### src/rtl/harp_uart_arbiter.sv
// Two-port arbiter in front of a single byte-wide UART transmitter.
// Port 0 (timestamp) has strict priority; either port may lock the UART across
// a frame, and an idle-lock timeout keeps a stalled owner from starving port 0.
module harp_uart_arbiter #(
  parameter int unsigned LOCK_TIMEOUT = 4096,
  parameter int unsigned TO_WIDTH     = $clog2(LOCK_TIMEOUT + 1)
) (
  input  logic       clk,
  input  logic       reset,
  input  logic [7:0] req0_data,
  input  logic       req0_start,
  input  logic       req0_blank,
  input  logic       req0_lock,
  output logic       req0_end,
  input  logic [7:0] req1_data,
  input  logic       req1_start,
  input  logic       req1_blank,
  input  logic       req1_lock,
  output logic       req1_end,
  output logic [7:0] tx_data,
  output logic       tx_start,
  output logic       tx_blank,
  input  logic       tx_end,
  output logic [1:0] grant,
  output logic [1:0] overflow
);

  typedef enum logic [1:0] {StIdle, StIssue, StWait} state_e;

  state_e              state_q;
  logic [1:0][7:0]     data_w;
  logic [1:0][7:0]     hold_q;
  logic [1:0]          start_w;
  logic [1:0]          blank_w;
  logic [1:0]          lock_w;
  logic [1:0]          hblank_q;
  logic [1:0]          pending_q;
  logic [1:0]          overflow_q;
  logic [1:0]          done_w;
  logic [1:0]          end_q;
  logic [1:0]          grant_q;
  logic [7:0]          tx_data_q;
  logic                tx_start_q;
  logic                tx_blank_q;
  logic                lock_valid_q;
  logic                lock_owner_q;
  logic                sel_valid;
  logic                sel_port;
  logic                to_expired;
  logic [TO_WIDTH-1:0] to_cnt_q;

  assign data_w  = {req1_data, req0_data};
  assign start_w = {req1_start, req0_start};
  assign blank_w = {req1_blank, req0_blank};
  assign lock_w  = {req1_lock, req0_lock};

  // One-hot port whose byte completes this cycle; only meaningful while waiting.
  assign done_w     = (state_q == StWait && tx_end) ? grant_q : 2'b00;
  assign to_expired = (to_cnt_q == TO_WIDTH'(LOCK_TIMEOUT));

  // Pick the next port to serve: the lock owner only, else port 0 before port 1.
  always_comb begin
    sel_valid = 1'b0;
    sel_port  = 1'b0;
    if (lock_valid_q) begin
      sel_valid = pending_q[lock_owner_q];
      sel_port  = lock_owner_q;
    end else if (pending_q[0]) begin
      sel_valid = 1'b1;
      sel_port  = 1'b0;
    end else if (pending_q[1]) begin
      sel_valid = 1'b1;
      sel_port  = 1'b1;
    end
  end

  // Per-port capture of requested bytes; a start coinciding with completion is accepted.
  always_ff @(posedge clk or posedge reset) begin
    if (reset) begin
      hold_q     <= '0;
      hblank_q   <= '0;
      pending_q  <= '0;
      overflow_q <= '0;
    end else begin
      for (int n = 0; n < 2; n++) begin
        if (start_w[n]) begin
          if (pending_q[n] && !done_w[n]) begin
            overflow_q[n] <= 1'b1;
          end else begin
            hold_q[n]    <= data_w[n];
            hblank_q[n]  <= blank_w[n];
            pending_q[n] <= 1'b1;
          end
        end else if (done_w[n]) begin
          pending_q[n] <= 1'b0;
        end
      end
    end
  end

  // Transmit FSM with registered UART/grant outputs, lock ownership and idle-lock timeout.
  always_ff @(posedge clk or posedge reset) begin
    if (reset) begin
      state_q      <= StIdle;
      grant_q      <= '0;
      tx_data_q    <= '0;
      tx_blank_q   <= 1'b0;
      tx_start_q   <= 1'b0;
      end_q        <= '0;
      lock_valid_q <= 1'b0;
      lock_owner_q <= 1'b0;
      to_cnt_q     <= '0;
    end else begin
      tx_start_q <= 1'b0;
      end_q      <= done_w;
      unique case (state_q)
        StIdle: begin
          if (sel_valid) begin
            state_q      <= StIssue;
            grant_q      <= sel_port ? 2'b10 : 2'b01;
            tx_data_q    <= hold_q[sel_port];
            tx_blank_q   <= hblank_q[sel_port];
            tx_start_q   <= 1'b1;
            lock_valid_q <= lock_w[sel_port];
            lock_owner_q <= sel_port;
            to_cnt_q     <= '0;
          end else if (lock_valid_q) begin
            if (!lock_w[lock_owner_q] || to_expired) begin
              lock_valid_q <= 1'b0;
              to_cnt_q     <= '0;
            end else begin
              // Owner holds the lock with nothing queued.
              to_cnt_q <= to_cnt_q + TO_WIDTH'(1);
            end
          end
        end
        StIssue: begin
          state_q <= StWait;
        end
        StWait: begin
          if (tx_end) begin
            grant_q <= '0;
            state_q <= StIdle;
          end
        end
        default: begin
          state_q <= StIdle;
        end
      endcase
    end
  end

  assign req0_end = end_q[0];
  assign req1_end = end_q[1];
  assign tx_data  = tx_data_q;
  assign tx_start = tx_start_q;
  assign tx_blank = tx_blank_q;
  assign grant    = grant_q;
  assign overflow = overflow_q;

endmodule

### config.mk
export PLATFORM = sky130hd
export DESIGN_NAME = harp_uart_arbiter
export DESIGN_NICKNAME = d
export VERILOG_FILES = /design/src/rtl/harp_uart_arbiter.sv
export SDC_FILE = /design/constraint.sdc
export NUM_CORES = 1
export LEC_CHECK = 0
export ABC_CLOCK_PERIOD_IN_PS = 4290
export CORE_MARGIN = 2
export CORE_UTILIZATION = 30
export CTS_CLUSTER_DIAMETER = 50
export DETAILED_ROUTE_END_ITERATION = 6
export PLACE_DENSITY = 0.54
export SETUP_SLACK_MARGIN = 0.5
export SYNTH_ARGS = -nofsm -noshare
export SYNTH_HDL_FRONTEND = slang
export SYNTH_SLANG_ARGS = --single-unit
export TNS_END_PERCENT = 20
### constraint.sdc
create_clock -name clk -period 4.29 [get_ports clk]
set_clock_uncertainty 0.2 [all_clocks]
set_input_delay 0.6435 -clock clk [delete_from_list [all_inputs] [get_ports clk]]
set_output_delay 0.6435 -clock clk [all_outputs]
set_load 0.05 [all_outputs]
==> summary.txt, run 1 <==
Drt
  – Drt drc: 0
  – Routed WL per cell: around 15 um
  – Via/cell ratio: 4.70
  – Post-route ant nets: 0
  – Via count: between 1.5k and 2k
  – DR pass1 iterations: 6
  – Total routed wirelength: about 5000 um
  – DR iter-0 viols: approximately 120

Worst setup path
  – Worst endpoint required time: roughly 4.3 ns
  – Endpoint class of the critical path: flip-flop
  – Worst path most repeated cell: nand2_1
  – Crit Path Category: in -> reg
  – Reg-to-reg slack, setup: between 1.5 and 2 ns
  – Largest fanout on the critical path: 9
  – Critical path arrival: around 2.4 ns
  – CP Cell Sequence: clkdlybuf4s50_1 > and3b_1 > nand2_1 > nand2_1 > and2_1 > mux2_2
  – CP startpoint kind: input port
  – Critical path's slowest cell: clkdlybuf4s50_1
  – Max stage delay on crit path: 0.47 ns

Clocking
  – CTS resizes: 0
  – Hold_buf cts: 0
  – TritonCTS clock tree: built
  – Post-CTS setup buffer count: 0
  – Worst-case clock buffer depth: 2
  – CTS Buf Count: 5
  – Skew-Pair Late Insertion Delay: 0.31 ns
  – Clock Sink Count: 53
  – Clock Pin Slew Worst Setup and Hold Paths: 0.10 ns
  – CTS root buf: clkbuf_8
  – H-tree Lvls: 2

Synth
  – Top cell type's share of synthesized area: 57.4%
  – Yosys top cell by area: dfrtp_1
  – Yosys Warn Count: 0
  – Synth unique cells: 37
  – Share of flip-flops with an asynchronous set or reset: 100%
  – Average size of a mapped cell: ~12 um2
  – Sequential share of the synthesized area: 57.4%
  – Top_reg_cell synth: dfrtp_1
  – Post-synth EDFFs: 0
  – Top cells by area, synth: dfrtp_1 (57%), mux2_2 (9.3%), a222oi_1 (3.9%)
  – Synthesized flop and latch total: 53
  – Cell area after synthesis: ~0.0023 mm2
  – Syn Nets: between 200 and 250
  – Synthesized instance count: 195

Cells and area
  – Register area: around 0.0013 mm2
  – Multi-input logic area: 872 um2
  – Most frequent cells in the layout: dfrtp_1 (53), clkdlybuf4s50_1 (40), inv_1 (19), mux2_2 (19), nor2_1 (14)
  – Final core occ: around two fifths
  – Fill cells: 751
  – Layout cells sized above 1: 14.3%
  – Final net count: about 260
  – Area delta synth->final: 26.9%
  – Post-layout instance area: a little under 0.003 mm2
  – Most common cell after layout, fill and taps aside: dfrtp_1
  – Non-Filler Instances: 340
  – Final antenna diode count: 0

Floorplan
  – FP Rows: 32
  – Io pins: 41
  – Initial Util: a little under a third
  – Core area: between 0.007 and 0.008 mm2
  – Die Y: around 92 um
  – Die ar.: approximately 0.0084 mm2
  – Die width: roughly 92 um

Timing
  – Slew @ Worst Pin: around 1.2 ns
  – Fmax: ~0.42 GHz
  – Hold violation count in the final report: 0
  – Slew Limit Fails: 0
  – Worst slew margin: roughly 20%
  – Setup Viol. Count Final: 0
  – Final critical-path required period: approximately 2.4 ns
  – Final period util: a little under three fifths
  – Final setup TNS: 0 ns
  – Worst setup margin: 1.92 ns
  – RSZ-0062 raised after global routing: no

Global routing
  – GR Util met3: roughly 3.7%
  – Overflow after GRT: 0
  – First-pass GRT wire length: between 8000 and 9000 um
  – Vias in the first global route: roughly 1.6k
  – GRT met1 Usage: approximately 18%
  – Most Used Layer, Global Route: met2
  – Met2 Use GR: 18.9%
  – Initial antenna violation count: 0
  – Gr usage total: roughly an eighth
  – Largest net degree at the start of global routing: between 50 and 60

Placement
  – Pre-CTS setup slack: around 1.6 ns
  – Port Buf Inserts: 40
  – Dpl hpwl: roughly 3400 um
  – Final GP Congestion: around 0.76
  – Cell Area, Placed: 0.00282 mm2
  – Post-Place Cells: 332

Worst hold path
  – Path category of the worst min-delay check: reg -> reg

Run status
  – Status: finished, final reports clean

Pwr
  – Power per Cell Area: 642 mW/mm2
  – P_leak: about 1.3 nW
  – Worst VDD drop: approximately 0.00032 V

Flow run
  – Max_cap viols: 0
power by group:
part	switching [mW]	internal, mW	total (mW)
Clock	0.165	0.191	0.355
Sequential	0.103	0.666	0.769
Combinational	0.460	0.299	0.759
Total	0.728	1.16	1.88
flip-flops by register name, indices dropped and copies added (netlist names), 2 cells and up:
| register | flops |
|---|---|
| hold_q | 16 |
| to_cnt_q | 13 |
| tx_data | 8 |
| end_q | 2 |
| grant | 2 |
| hblank_q | 2 |
| overflow | 2 |
| pending_q | 2 |
| state_q | 2 |
per-stage QoR:
stage	hold WS [ns]	total power [mW]
finish	0.285	1.88
CTS	0.296	1.90
floorplan	0.255	1.31
global placement	0.267	1.53
detailed placement	0.268	1.54
global route	0.313	2.00
cell families after synthesis:
group                      after synthesis  share of synthesized area, %
muxes                                   20                          9.69
adders and majority gates                2                          1.08
xor gates and xnor gates                 9                          3.41
and+or+nand+nor                         59                          14.3
buffers and inverters                   27                          4.87
AOI/OAI and AO/OA                       25                          9.20
DFF                                     53                          57.4
worst max-delay path: cells and delay by family:
| family | cells | cell delay, ns |
|---|---|---|
| buffers and inverters | 1 | 0.47 |
| muxes | 1 | 0.40 |
| and+or+nand+nor | 4 | 0.84 |
cell type report:
class / instances / share of cell area, %
Inverter: 20 / 2.56
Sequential cell: 53 / 45.2
Timing Repair Buffer: 42 / 14.2
Clock inverter: 1 / 1.02
Multi-Input combinational cell: 115 / 29.7
Tap cell: 102 / 4.35
Clock buffer: 7 / 2.94
metal layers:
metal / up-vias / share of wire [%]
li1: 767 / -
met1: 778 / 50
met2: 48 / 44
met3: 6 / 5.5
met4: 0 / 1.0
met5: - / 0
cell usage after synthesis (2+ instances only):
cell      count
nor4_1        3
dfrtp_1      53
a21oi_1       3
nand2_1      10
nand2b_1      5
nor2_1       14
nand4_1       3
a21o_1        3
and2_1        3
ha_1          2
nand3_1       6
nor3_1        3
nor4b_1       2
mux2_2       19
xnor2_1       9
inv_1        20
a222oi_1      9
or3_1         3
a31o_2        2
buf_2         6
final timing paths:
path / startpoint / end / cells after the start
setup / recovery: tx_end / hold_q[6] / 6
hold / removal: overflow[0] / overflow[0] / 1
setup reg to reg: state_q[0] / tx_data[6] / 4
hold reg to reg: overflow[0] / overflow[0] / 1
max in group asynchronous: reset / pending_q[1] / 2
min in group asynchronous: reset / to_cnt_q[0] / 2
Power figures use the tool's default switching activity.
==> run 2, diff against run 1 <==
--- a/config.mk
+++ b/config.mk
@@ -5,12 +5,12 @@
 export SDC_FILE = /design/constraint.sdc
 export NUM_CORES = 1
 export LEC_CHECK = 0
-export ABC_CLOCK_PERIOD_IN_PS = 4290
+export ABC_CLOCK_PERIOD_IN_PS = 2000
 export CORE_MARGIN = 2
 export CORE_UTILIZATION = 30
 export CTS_CLUSTER_DIAMETER = 50
 export DETAILED_ROUTE_END_ITERATION = 6
-export PLACE_DENSITY = 0.54
+export PLACE_DENSITY = 0.56
 export SETUP_SLACK_MARGIN = 0.5
 export SYNTH_ARGS = -nofsm -noshare
 export SYNTH_HDL_FRONTEND = slang
==> constraint.sdc (replaced) <==
create_clock -name clk -period 2 [get_ports clk]
set_clock_uncertainty 0.2 [all_clocks]
set_input_delay 0.3 -clock clk [delete_from_list [all_inputs] [get_ports clk]]
set_output_delay 0.3 -clock clk [all_outputs]
set_load 0.05 [all_outputs]
==> summary.txt, run 2 (same netlist as run 1, synthesis figures left out) <==
Run status
  – Status: finished, final reports clean

Floorplan
  – Initial Util: 30.4% (unchanged)
  – Die Y: 91.8 um (unchanged)
  – Core area: 0.00761 mm2 (unchanged)
  – Die ar.: 0.00842 mm2 (unchanged)
  – Io pins: 41 (unchanged)
  – FP Rows: 32 (unchanged)
  – Die width: 91.8 um (unchanged)

Cells and area
  – Final net count: 301 (+14%)
  – Largest Register: hold_q
  – Final antenna diode count: 0 (unchanged)
  – Max reg flops: 16 (unchanged)
  – Most frequent cells in the layout: dfrtp_1 (46), buf_4 (43), clkdlybuf4s50_1 (24)
  – Layout cells sized above 1: 46.2% (+32 points)
  – Most common cell after layout, fill and taps aside: dfrtp_1
  – Area delta synth->final: 49.6%

Worst setup path
  – CP startpoint kind: flip-flop
  – Worst endpoint required time: 2.02 ns (-2.27 ns)
  – Max stage delay on crit path: 0.48 ns (about the same)
  – Critical path arrival: 1.79 ns (-0.58 ns)
  – Largest fanout on the critical path: 7 (-2)
  – Worst path most repeated cell: nor2_2
  – Endpoint class of the critical path: flip-flop
  – Crit Path Category: reg -> reg
  – CP Cell Sequence: or3_4 > nand2_4 > buf_6 > buf_4 > nor2_2 > xnor2_1 > nor2_2
  – Critical path's slowest cell: dfrtp_2

Pwr
  – Worst VDD drop: 0.000783 V (+150%)
  – Power per Cell Area: 1310 mW/mm2 (+100%)
  – Total power: 4.52 mW (+140%)
  – P_leak: 1.56 nW (+22%)

Timing
  – WHS: 0.135 ns (-0.149 ns)
  – Slew Limit Fails: 0 (unchanged)
  – Slew @ Worst Pin: 0.431 ns (-0.773 ns)
  – RSZ-0062 raised after global routing: yes
  – Final period util: roughly 90%
  – Final setup TNS: 0 ns (unchanged)
  – Worst setup margin: 0.222 ns (-1.70 ns)
  – Final critical-path required period: around 1.8 ns
  – Worst slew margin: 71.2% (+52 points)
  – Hold violation count in the final report: 0 (unchanged)
  – Fmax: 0.562 GHz
  – Setup Viol. Count Final: 0 (unchanged)

Drt
  – Routed WL per cell: 14.5 um (-1.5%)
  – DR pass1 iterations: 4 (-2)
  – Total routed wirelength: 5460 um (+9.2%)
  – Via/cell ratio: 4.63 (-1.6%)
  – Via count: 1,744 (+9.1%)
  – DR iter-0 viols: 74 (-37%)
  – Drt drc: 0 (unchanged)
  – Post-route ant nets: 0 (unchanged)

Worst hold path
  – Path category of the worst min-delay check: in -> async

Clocking
  – TritonCTS clock tree: built
  – Clock Pin Slew Worst Setup and Hold Paths: 0.10 ns (about the same)
  – CTS root buf: clkbuf_8
  – CTS Buf Count: 5 (unchanged)
  – Clock Sink Count: 53 (unchanged)
  – Worst-case clock buffer depth: 2 (unchanged)
  – H-tree Lvls: 2 (unchanged)
  – Skew-Pair Late Insertion Delay: 0.31 ns (about the same)

Placement
  – Dpl hpwl: 3830 um (+14%)
  – Pre-CTS setup slack: -0.112 ns (-1.72 ns)
  – Final GP Congestion: 0.785 (+3.4%)
  – Port Buf Inserts: 40 (unchanged)

Global routing
  – Largest net degree at the start of global routing: 24 (-56%)
  – Vias in the first global route: 1,842 (+12%)
  – Overflow after GRT: 0 (unchanged)
  – Gr usage total: 13.9% (+1.3 points)
  – First-pass GRT wire length: 9130 um (+8.1%)
  – Initial antenna violation count: 0 (unchanged)

Flow run
  – Max_cap viols: 0 (unchanged)
-- run 2: cell types whose count changed in the layout (fill, tap and decap cells not counted), moves of 6 or more --
cell / delta
buf_4: +41
mux2_2: -18
mux2_4: +18
clkdlybuf4s50_1: -16
nor2_1: -10
dfrtp_1: -7
dfrtp_2: +7
nor2_2: +7
buf_6: +6
-- run 2: where the power goes --
part / switching, mW / leakage, nW / internal, mW / total, mW
clock network: 0.373 / 0.0478 / 0.286 / 0.659
registers: 0.257 / 0.654 / 1.44 / 1.69
logic: 1.12 / 0.863 / 1.04 / 2.16
total: 1.75 / 1.56 / 2.76 / 4.52
-- run 2: per-stage QoR --
stage	instances	util, %	cell area, um2
floorplan	195	-	2390
global placement	359	40.7	3090
detailed placement	359	40.7	3090
CTS	374	43.8	3330
global route	377	45.4	3460
finish	377	45.4	3460
-- run 2: worst paths after layout --
check                             startpoint          end  slack [ns]  cells after the start
worst min-delay path                   reset  overflow[0]        0.14                      2
worst min register to register   overflow[0]  overflow[0]        0.28                      1
min in group clk                 overflow[0]  overflow[0]        0.28                      1
worst max-delay path            pending_q[1]  to_cnt_q[8]        0.22                      7
max in group asynchronous              reset  to_cnt_q[0]        1.01                      3
worst max register to register  pending_q[1]  to_cnt_q[8]        0.22                      7
-- run 2: routing by layer --
layer  GRT usage (%)  vias up  share of wire, %
li1                -      841                 -
met1            18.6      861                46
met2            21.9       37                48
met3            3.86        5               5.0
met4            4.35        0               1.0
met5               0        -                 0
-- run 2: final cells by class --
type | instances | area [um2]
Clock buffer | 6 | 82.6
Clock inverter | 2 | 16.3
Fill cell | 711 | 4150
Inverter | 20 | 78.8
Multi-Input combinational cell | 115 | 1110
Sequential cell | 53 | 1340
Tap cell | 102 | 128
Timing Repair Buffer | 79 | 706
-- run 2: worst max-delay path, delay by kind of cell, from the launching register on --
| family | cells | cell delay, ns |
|---|---|---|
| and+or+nand+nor | 4 | 0.58 |
| buffers and inverters | 2 | 0.24 |
| xor gates and xnor gates | 1 | 0.18 |
| DFF | 1 | 0.48 |
-- run 2: timing repair --
| item | in CTS | in global routing |
|---|---|---|
| endpoints found under the setup margin | 47 | 45 |
| pin swaps | 6 | 12 |
| buffers inserted | 7 | 3 |
| gates cloned | 0 | 0 |
| gates resized for setup | 42 | 26 |
| hold buffers | 0 | 0 |
==> run 3, diff against run 2 <==
--- a/config.mk
+++ b/config.mk
@@ -6,8 +6,10 @@
 export NUM_CORES = 1
 export LEC_CHECK = 0
 export ABC_CLOCK_PERIOD_IN_PS = 2000
+export CAP_MARGIN = 20
 export CORE_MARGIN = 2
 export CORE_UTILIZATION = 30
+export CTS_BUF_LIST = sky130_fd_sc_hd__clkbuf_8
 export CTS_CLUSTER_DIAMETER = 50
 export DETAILED_ROUTE_END_ITERATION = 6
 export PLACE_DENSITY = 0.56
==> results of run 3 <==
Final layout, timing and power as in run 2 (identical DEF).
